[src/rtl/lsu_mem_if.sv]
// Load/store unit: turns execute-stage LB/LH/LW/LBU/LHU/SB/SH/SW into word-aligned memory
// requests and returns one extended response per op. Optional: LSU_MISALIGN_TRAP_EN.
module lsu_mem_if #(
  parameter int unsigned WORD_SIZE = 32
) (
  input  logic                 clk,
  input  logic                 rstn,
  input  logic                 req_valid,
  output logic                 req_ready,
  input  logic                 req_store,
  input  logic [1:0]           req_size,
  input  logic                 req_unsigned,
  input  logic [WORD_SIZE-1:0] req_addr,
  input  logic [WORD_SIZE-1:0] req_wdata,
  input  logic [4:0]           req_rd,
  output logic                 mem_req,
  output logic                 mem_we,
  output logic [3:0]           mem_be,
  output logic [WORD_SIZE-1:0] mem_addr,
  output logic [WORD_SIZE-1:0] mem_wdata,
  input  logic                 mem_gnt,
  input  logic                 mem_rvalid,
  input  logic [WORD_SIZE-1:0] mem_rdata,
  output logic                 rsp_valid,
  output logic [4:0]           rsp_rd,
  output logic [WORD_SIZE-1:0] rsp_data
`ifdef LSU_MISALIGN_TRAP_EN
  ,
  output logic                 rsp_misaligned
`endif
);

  typedef enum logic [1:0] {StIdle, StReq, StWait, StResp} state_e;

  state_e state_q, state_d;

  logic                 store_q;
  logic [1:0]           size_q;
  logic                 unsigned_q;
  logic [1:0]           off_q;
  logic [4:0]           rd_q;
  logic                 we_q;
  logic [3:0]           be_q;
  logic [WORD_SIZE-1:0] addr_q;
  logic [WORD_SIZE-1:0] wdata_q;
  logic [4:0]           rsp_rd_q;
  logic [WORD_SIZE-1:0] rsp_data_q;
`ifdef LSU_MISALIGN_TRAP_EN
  logic                 misaligned_q;
`endif

  logic                 accept;
  logic                 fault;
  logic [1:0]           off_d;
  logic [3:0]           be_d;
  logic [WORD_SIZE-1:0] wdata_d;
  logic [WORD_SIZE-1:0] rdata_sh;
  logic [WORD_SIZE-1:0] load_ext;

  assign accept = (state_q == StIdle) && req_valid;

  // Request decode; size 3 falls through to word. Alignment is forced here, the trap build
  // additionally flags the original address as a fault.
  always_comb begin
    off_d   = 2'b00;
    be_d    = 4'b1111;
    wdata_d = req_wdata;
    case (req_size)
      2'd0: begin
        off_d   = req_addr[1:0];
        be_d    = 4'b0001 << off_d;
        wdata_d = {4{req_wdata[7:0]}};
      end
      2'd1: begin
        off_d   = {req_addr[1], 1'b0};
        be_d    = 4'b0011 << off_d;
        wdata_d = {2{req_wdata[15:0]}};
      end
      default: begin
        off_d   = 2'b00;
        be_d    = 4'b1111;
        wdata_d = req_wdata;
      end
    endcase
`ifdef LSU_MISALIGN_TRAP_EN
    fault = ((req_size == 2'd1) && req_addr[0]) || (req_size[1] && (req_addr[1:0] != 2'b00));
`else
    fault = 1'b0;
`endif
  end

  always_comb begin
    rdata_sh = mem_rdata >> {off_q, 3'b000};
    case (size_q)
      2'd0:    load_ext = unsigned_q ? {{(WORD_SIZE-8){1'b0}}, rdata_sh[7:0]}
                                     : {{(WORD_SIZE-8){rdata_sh[7]}}, rdata_sh[7:0]};
      2'd1:    load_ext = unsigned_q ? {{(WORD_SIZE-16){1'b0}}, rdata_sh[15:0]}
                                     : {{(WORD_SIZE-16){rdata_sh[15]}}, rdata_sh[15:0]};
      default: load_ext = rdata_sh;
    endcase
  end

  always_ff @(posedge clk) begin
    if (!rstn) begin
      state_q <= StIdle;
    end else begin
      state_q <= state_d;
    end
  end

  always_comb begin
    state_d = state_q;
    case (state_q)
      StIdle:  if (req_valid) state_d = fault ? StResp : StReq;
      StReq:   if (mem_gnt) state_d = store_q ? StResp : StWait;
      StWait:  if (mem_rvalid) state_d = StResp;
      StResp:  state_d = StIdle;
      default: state_d = StIdle;
    endcase
  end

  always_comb begin
    req_ready = (state_q == StIdle);
    mem_req   = (state_q == StReq);
    rsp_valid = (state_q == StResp);
  end

  always_ff @(posedge clk) begin
    if (!rstn) begin
      store_q      <= 1'b0;
      size_q       <= 2'd0;
      unsigned_q   <= 1'b0;
      off_q        <= 2'd0;
      rd_q         <= 5'd0;
      we_q         <= 1'b0;
      be_q         <= 4'd0;
      addr_q       <= '0;
      wdata_q      <= '0;
      rsp_rd_q     <= 5'd0;
      rsp_data_q   <= '0;
`ifdef LSU_MISALIGN_TRAP_EN
      misaligned_q <= 1'b0;
`endif
    end else begin
      if (accept) begin
        store_q      <= req_store;
        size_q       <= req_size;
        unsigned_q   <= req_unsigned;
        off_q        <= off_d;
        rd_q         <= req_rd;
        we_q         <= req_store;
        be_q         <= be_d;
        addr_q       <= {req_addr[WORD_SIZE-1:2], 2'b00};
        wdata_q      <= wdata_d;
        rsp_rd_q     <= 5'd0;
        rsp_data_q   <= '0;
`ifdef LSU_MISALIGN_TRAP_EN
        misaligned_q <= fault;
`endif
      end
      if ((state_q == StWait) && mem_rvalid) begin
        rsp_rd_q   <= rd_q;
        rsp_data_q <= load_ext;
      end
      // Response fields only carry meaning during the rsp_valid pulse.
      if (state_q == StResp) begin
        rsp_rd_q     <= 5'd0;
        rsp_data_q   <= '0;
`ifdef LSU_MISALIGN_TRAP_EN
        misaligned_q <= 1'b0;
`endif
      end
    end
  end

  assign mem_we    = we_q;
  assign mem_be    = be_q;
  assign mem_addr  = addr_q;
  assign mem_wdata = wdata_q;
  assign rsp_rd    = rsp_rd_q;
  assign rsp_data  = rsp_data_q;
`ifdef LSU_MISALIGN_TRAP_EN
  assign rsp_misaligned = misaligned_q;
`endif

endmodule
[config.mk]
export PLATFORM = sky130hd
export DESIGN_NAME = lsu_mem_if
export DESIGN_NICKNAME = d
export VERILOG_FILES = /design/src/rtl/lsu_mem_if.sv
export SDC_FILE = /design/constraint.sdc
export NUM_CORES = 1
export LEC_CHECK = 0
export BUFFER_PORTS_ARGS = -buffer_cell sky130_fd_sc_hd__buf_2
export CAP_MARGIN = 10
export CORE_MARGIN = 5
export CORE_UTILIZATION = 48
export DETAILED_ROUTE_END_ITERATION = 8
export MAX_ROUTING_LAYER = met4
export PLACE_DENSITY_LB_ADDON = 0.05
export REMOVE_ABC_BUFFERS = 1
export SYNTH_ARGS = -nofsm -noshare
export SYNTH_HDL_FRONTEND = slang
export SYNTH_SLANG_ARGS = --single-unit
[constraint.sdc]
create_clock -name clk -period 2.55 [get_ports clk]
set_input_delay 0.255 -clock clk [delete_from_list [all_inputs] [get_ports clk]]
set_output_delay 0.255 -clock clk [all_outputs]
set_load 0.05 [all_outputs]
==> impl_metrics.json, run 1 <==
{
  "status": "finished clean",
  "cts_hold_buf": 39,
  "crit_required_ns": 2.99,
  "cts_max_path_buffers": 2,
  "design_area_sq_mm": 0.00724,
  "r2r-start": "state_q[0]",
  "grt_pass1_vias": 4949,
  "pre_cts_slack_ns": 0.429,
  "ys_seq_area_share_pct": 44.6,
  "clkTransAtPathRegs_ns": 0.05,
  "routabilityCongestion": 0.807,
  "yosysUniqueCellTypes": 40,
  "cp_max_fo": 16,
  "overflow": 0,
  "synth_compound_area_share_pct": 23.5,
  "synthMuxAreaShare_pct": 9.96,
  "route.detailed.drc": 0,
  "synth_seq_cells": 116,
  "cap_viol_max_count": 0,
  "wl_per_cell_um": 15.6,
  "power_leakage_nw": 3.44,
  "viasPerCell": 5.22,
  "die_h_um": 114,
  "min_from": "mem_rdata[29]",
  "finalSetupViolations": 0,
  "cts.sinks": 116,
  "start_util_pct": 48.4,
  "synth_simple_gate_area_share_pct": 15.2,
  "cts_resized": 0,
  "drive_gt1_share_pct": 32.6,
  "post-cts-setup-buffer-count": 0,
  "synth-edff-count": 0,
  "wl_mm": 14.9,
  "clock_latency_ns": 0.51,
  "fin_skew_ns": 0.00732,
  "cts_root_buf": "clkbuf_8",
  "design.core.area_sq_mm": 0.0107,
  "drt_iter0_markers": 332,
  "hold_slack_ns": 0.0224,
  "cts_tree": "yes",
  "ir_drop_v": 0.000548,
  "power.density_mw_per_mm2": 1010,
  "r2r_slack_ns": 0.43,
  "grt_use_total_pct": 23.5,
  "io_buffer_count": 216,
  "timing.final.ws_setup_ns": 0.426,
  "dp_hpwl_mm": 10.2,
  "htreeDepth": 4,
  "r2r_cells": 5,
  "slew_violations": 0,
  "worstSetupEndpointType": "flip-flop",
  "vias": 5003,
  "crit_type": "flip-flop to flip-flop",
  "post-route-period-util_pct": 83.3,
  "syn-cell-area_sq_mm": 0.00520,
  "worst_pin_slew_ns": 0.959,
  "antenna_left": 0,
  "grt_first_pass_wirelength_mm": 24.0,
  "fmax_mhz": 471,
  "fillers": 926,
  "setup.worst_path.start_class": "flip-flop",
  "antenna_cells": 0,
  "antenna_found_initial": 0,
  "fin_crit_ns": 2.12,
  "grt_max_degree": 91,
  "cts_buffers": 17,
  "yosys_warnings": 0,
  "synth_top_flop_cell": "dfxtp_1",
  "min_to": "rsp_data[29]",
  "die-area_sq_mm": 0.0130,
  "r2r-end": "rsp_data[31]",
  "postSynth.asyncResetShare_pct": 0,
  "nets": 923,
  "rsz0062_at_grt": "false",
  "synth_top_family_by_area": "compound AO/OA/AOI/OAI gates",
  "worstHoldPathType": "primary input to flip-flop",
  "hold_depth": 2,
  "dpl_cell_area_sq_mm": 0.00633,
  "worstPathArrival_ns": 2.57,
  "area_delta_synth_final_pct": 39.1,
  "relSlewSlack_pct": 35.7,
  "ioPinCount": 219,
  "synthAdderAreaFrac_pct": 1.20,
  "synth_xor_area_share_pct": 0.168,
  "drt_first_pass_iters": 5,
  "die_x_um": 114,
  "hold_viol": 0,
  "syn_area_per_cell_sq_um": 9.05,
  "rows": 38,
  "syn-instance-count": 575,
  "finalPower_mw": 7.28
}
worst max-delay path by stage:
stage,start,end,slack [ns]
finish,state_q[0],rsp_data[31],0.43
global route,state_q[0],rsp_data[4],0.19
CTS,state_q[0],rsp_data[7],0.42
detailed placement,state_q[0],rsp_data[0],0.43
global placement,state_q[0],rsp_data[2],0.52
floorplan,state_q[0],rsp_data[16],-1.28
synth_stat cells (2+ instances only):
cell       instances  area (sq um)
buf_4              5          37.5
o211a_1           16           160
nand3_1            9          45.0
mux4_2             7           158
o2bb2ai_1          7          61.3
clkbuf_1          31           116
o21ai_1           11          55.1
a21boi_1          57           428
a221o_1           16           160
o21ai_0           12          60.1
inv_1              7          26.3
buf_6              2          22.5
and2_1             2          12.5
a22oi_1           13          97.6
a211oi_1          10          75.1
nand2_1          148           556
dfxtp_1          116          2320
ha_1               5          62.6
mux2i_1           27           270
a21oi_1           14          70.1
mux2_1             7          78.8
nor2b_1            6          37.5
nor2_1            17          63.8
buf_2             14          70.1
cell usage in the layout (no fill, tap or decap), drive strengths merged, types with 8 or more instances in the layout:
| cell | count |
|---|---|
| mux2i | 27 |
| clkbuf | 23 |
| nor2 | 17 |
| buf | 226 |
| nand2 | 148 |
| a21oi | 14 |
| dfxtp | 116 |
| nand3 | 9 |
| o211a | 16 |
| dlygate4sd3 | 39 |
| a211oi | 10 |
| a221o | 16 |
| o21ai | 23 |
| mux2 | 8 |
| a21boi | 57 |
| a22oi | 13 |
state kept, by name, indices dropped and copies added, names as in the netlist:
register,count
mem_be,4
rd_q,5
rsp_rd,5
off_q,2
mem_addr,30
mem_wdata,32
size_q,2
unsigned_q,1
state_q,2
mem_we,1
rsp_data,32
metal layers:
metal | track usage, % | wire [um]
met4 | 7.52 | 256
met5 | - | 0
met2 | 39.3 | 7520
met3 | 6.24 | 1000
met1 | 27.5 | 6130
power by group:
part           internal (mW)  switching [mW]
clock network           1.34           0.757
registers               2.15           0.181
logic                  0.781            2.07
total                   4.27            3.01
stage by stage:
step,util (%),instances,setup TNS (ns)
global route,67.4,958,0
detailed placement,58.9,890,0
floorplan,-,524,-66.15
global placement,58.9,890,0
finish,67.4,958,0
CTS,67.4,958,0
logic make-up after synthesis:
| group | after synthesis |
|---|---|
| AO/OA/AOI/OAI | 161 |
| XOR/XNOR | 1 |
| adder cells (fa/ha/maj) | 5 |
| buffers and inverters | 59 |
| flip-flops | 116 |
| multiplexers | 42 |
| other | 1 |
| AND/OR/NAND/NOR | 190 |
final cells by class:
class                           count  area, sq um  area share (%)
Multi-Input combinational cell    401         2620            36.2
Sequential cell                   116         2320            32.1
Timing Repair Buffer              265         1570            21.7
Clock buffer                       23          467            6.45
Tap cell                          140          175            2.42
Clock inverter                      6         55.1           0.761
Inverter                            7         26.3           0.363
critical path, stage by stage, from the launching register on:
cell and delay [ns]:
dfxtp_1 0.36, inv_1 0.12, ha_1 0.24, and2_1 0.27, nor3_2 0.77, a221o_1 0.30
No activity file was read; power rests on OpenSTA's default activity.
==> run 2, diff against run 1 <==
==> constraint.sdc (replaced) <==
create_clock -name clk -period 2 [get_ports clk]
set_input_delay 0.2 -clock clk [delete_from_list [all_inputs] [get_ports clk]]
set_output_delay 0.2 -clock clk [all_outputs]
set_load 0.05 [all_outputs]
==> run 2 against run 1 <==
Combinational power rose by 32%. Die area did not move. Worst setup slack worse by 0.30 ns. Via count is 2.2% higher. Core utilization up 3.2 points. First-iteration DRC count up 5.4%. Clock power grew 45%. Global-route usage is 0.83 points higher. Clock skew down 0.0025 ns. Sequential share of layout area shrank 1.4 points. Non-clock buffer count is 23 higher. Critical path type unchanged. Critical endpoint is now rsp_data[29].
==> impl_metrics.json, run 2 (synthesis results as in run 1) <==
{
  "status": "finished clean",
  "critPathMaxStageDelay_ns": 0.52,
  "cp.depth": 6,
  "final_cells": 984,
  "route.detailed.drc": 0,
  "power_leakage_nw": 3.59,
  "hold_depth": 4,
  "crit_required_ns": 2.44,
  "cts.sinks": 116,
  "design.core.area_sq_mm": 0.0107,
  "clock_latency_ns": 0.51,
  "clkTransAtPathRegs_ns": 0.06,
  "fin_skew_ns": 0.00486,
  "worstHoldPathType": "primary input to flip-flop",
  "area_delta_synth_final_pct": 45.7,
  "die-area_sq_mm": 0.0130,
  "power.density_mw_per_mm2": 1290,
  "grt.busiest_layer": "met2",
  "start_util_pct": 48.4,
  "critical-path-top-delay-family": "simple AND/OR/NAND/NOR gates",
  "cap_viol_max_count": 0,
  "die_h_um": 114,
  "placed_cells": 896,
  "crit_type": "flip-flop to flip-flop",
  "routabilityCongestion": 0.803,
  "antenna_found_initial": 0,
  "grt.met1_usage_pct": 27.8,
  "htreeDepth": 4,
  "ir_drop_v": 0.000666,
  "r2r_cells": 6,
  "grt_pass1_vias": 4994,
  "min_to": "mem_wdata[16]",
  "post-route-util_pct": 70.5,
  "cp_slowest_cell": "or4_4",
  "timing.final.ws_setup_ns": 0.121,
  "wl_mm": 15.5,
  "finalSetupViolations": 0,
  "grt_first_pass_wirelength_mm": 24.7,
  "rsz0062_at_grt": "false",
  "slew_violations": 0,
  "die_x_um": 114,
  "rows": 38,
  "worstPathArrival_ns": 2.32,
  "crit_buf_inv": 1,
  "overflow": 0,
  "r2r_slack_ns": 0.12,
  "grt_max_degree": 84,
  "finalPower_mw": 9.77,
  "min_from": "req_wdata[16]",
  "fmax_mhz": 532,
  "grt.met3_usage_pct": 5.66,
  "worst_pin_slew_ns": 0.852,
  "worstSetupEndpointType": "flip-flop",
  "wl_per_cell_um": 15.8,
  "ioPinCount": 219,
  "relSlewSlack_pct": 43.0,
  "setup.worst_path.start_class": "flip-flop",
  "cts_tree": "yes",
  "crit_start": "state_q[1]",
  "hold_viol": 0,
  "post-route-period-util_pct": 93.9,
  "cts_max_path_buffers": 2,
  "layout_commonest_cell": "buf_2",
  "drt_iter0_markers": 350,
  "pre_cts_slack_ns": -0.0643,
  "fin_crit_ns": 1.88,
  "r2r-end": "rsp_data[29]",
  "grt_use_total_pct": 24.3,
  "antenna_left": 0,
  "grtUsageMet2_pct": 41.7,
  "dp_hpwl_mm": 10.4,
  "drive_gt1_share_pct": 33.2,
  "r2r-start": "state_q[1]",
  "cts_root_buf": "clkbuf_8",
  "vias": 5113,
  "drt_first_pass_iters": 5,
  "cp_max_fo": 15,
  "antenna_cells": 0,
  "cts_buffers": 17,
  "viasPerCell": 5.20,
  "crit_chain": "ha_1 -> nand2b_4 -> or4_4 -> a31oi_4 -> buf_12 -> a221o_1",
  "final_cell_mix": "216 x buf_2, 147 x nand2_1, 116 x dfxtp_1",
  "nets": 946,
  "io_buffer_count": 216
}
-- run 2: changes by cell type in the layout (fill, tap and decap cells not counted), sizes merged --
cell and change:
buf +7, bufinv +2, clkinv -1, clkinvlp +2
dlygate4sd3 +16
-- run 2: layout make-up --
| class | count | area, sq um |
|---|---|---|
| Multi-Input combinational cell | 401 | 2630 |
| Sequential cell | 116 | 2320 |
| Clock inverter | 9 | 125 |
| Fill cell | 895 | 3170 |
| Clock buffer | 23 | 477 |
| Inverter | 7 | 26.3 |
| Tap cell | 140 | 175 |
| Timing Repair Buffer | 288 | 1820 |
-- run 2: where the power goes --
part	internal, mW	switching [mW]	leakage (nW)
logic	1.07	2.68	2.35
clock network	2.02	1.03	0.294
registers	2.74	0.233	0.948
total	5.83	3.94	3.59
-- run 2: worst register-to-register path: stages, from the launching register on --
cell,delay [ns]
dfxtp_1,0.35
ha_1,0.22
nand2b_4,0.24
or4_4,0.53
a31oi_4,0.20
buf_12,0.16
a221o_1,0.12
-- run 2: worst max path at each step --
stage	end
global route	rsp_data[29]
global placement	rsp_data[5]
CTS	rsp_data[29]
detailed placement	rsp_data[5]
finish	rsp_data[29]
floorplan	rsp_data[16]
-- run 2: what timing repair did --
action | 4_1_cts | 5_1_grt
gates resized for setup | 2 | 1
pin swaps | 0 | 0
hold buffers | 55 | 0
setup buffers | 0 | 1
endpoints found under the setup margin | 25 | 16
endpoints found under the hold margin | 56 | 0
-- run 2: per-layer routing --
metal / up-vias / wire, um
met5: - / 0
met2: 159 / 7830
li1: 2521 / -
met1: 2406 / 6440
met4: 0 / 322
met3: 27 / 931
-- run 2: stage by stage --
step | TNS, ns | hold WS [ns] | cell area, sq um
detailed placement | -0.388 | 0.444 | 6400
finish | 0 | 0.0407 | 7580
floorplan | -128.67 | 0.328 | 4960
global placement | 0 | 0.437 | 6400
global route | 0 | 0.0215 | 7580
CTS | 0 | 0.0153 | 7560
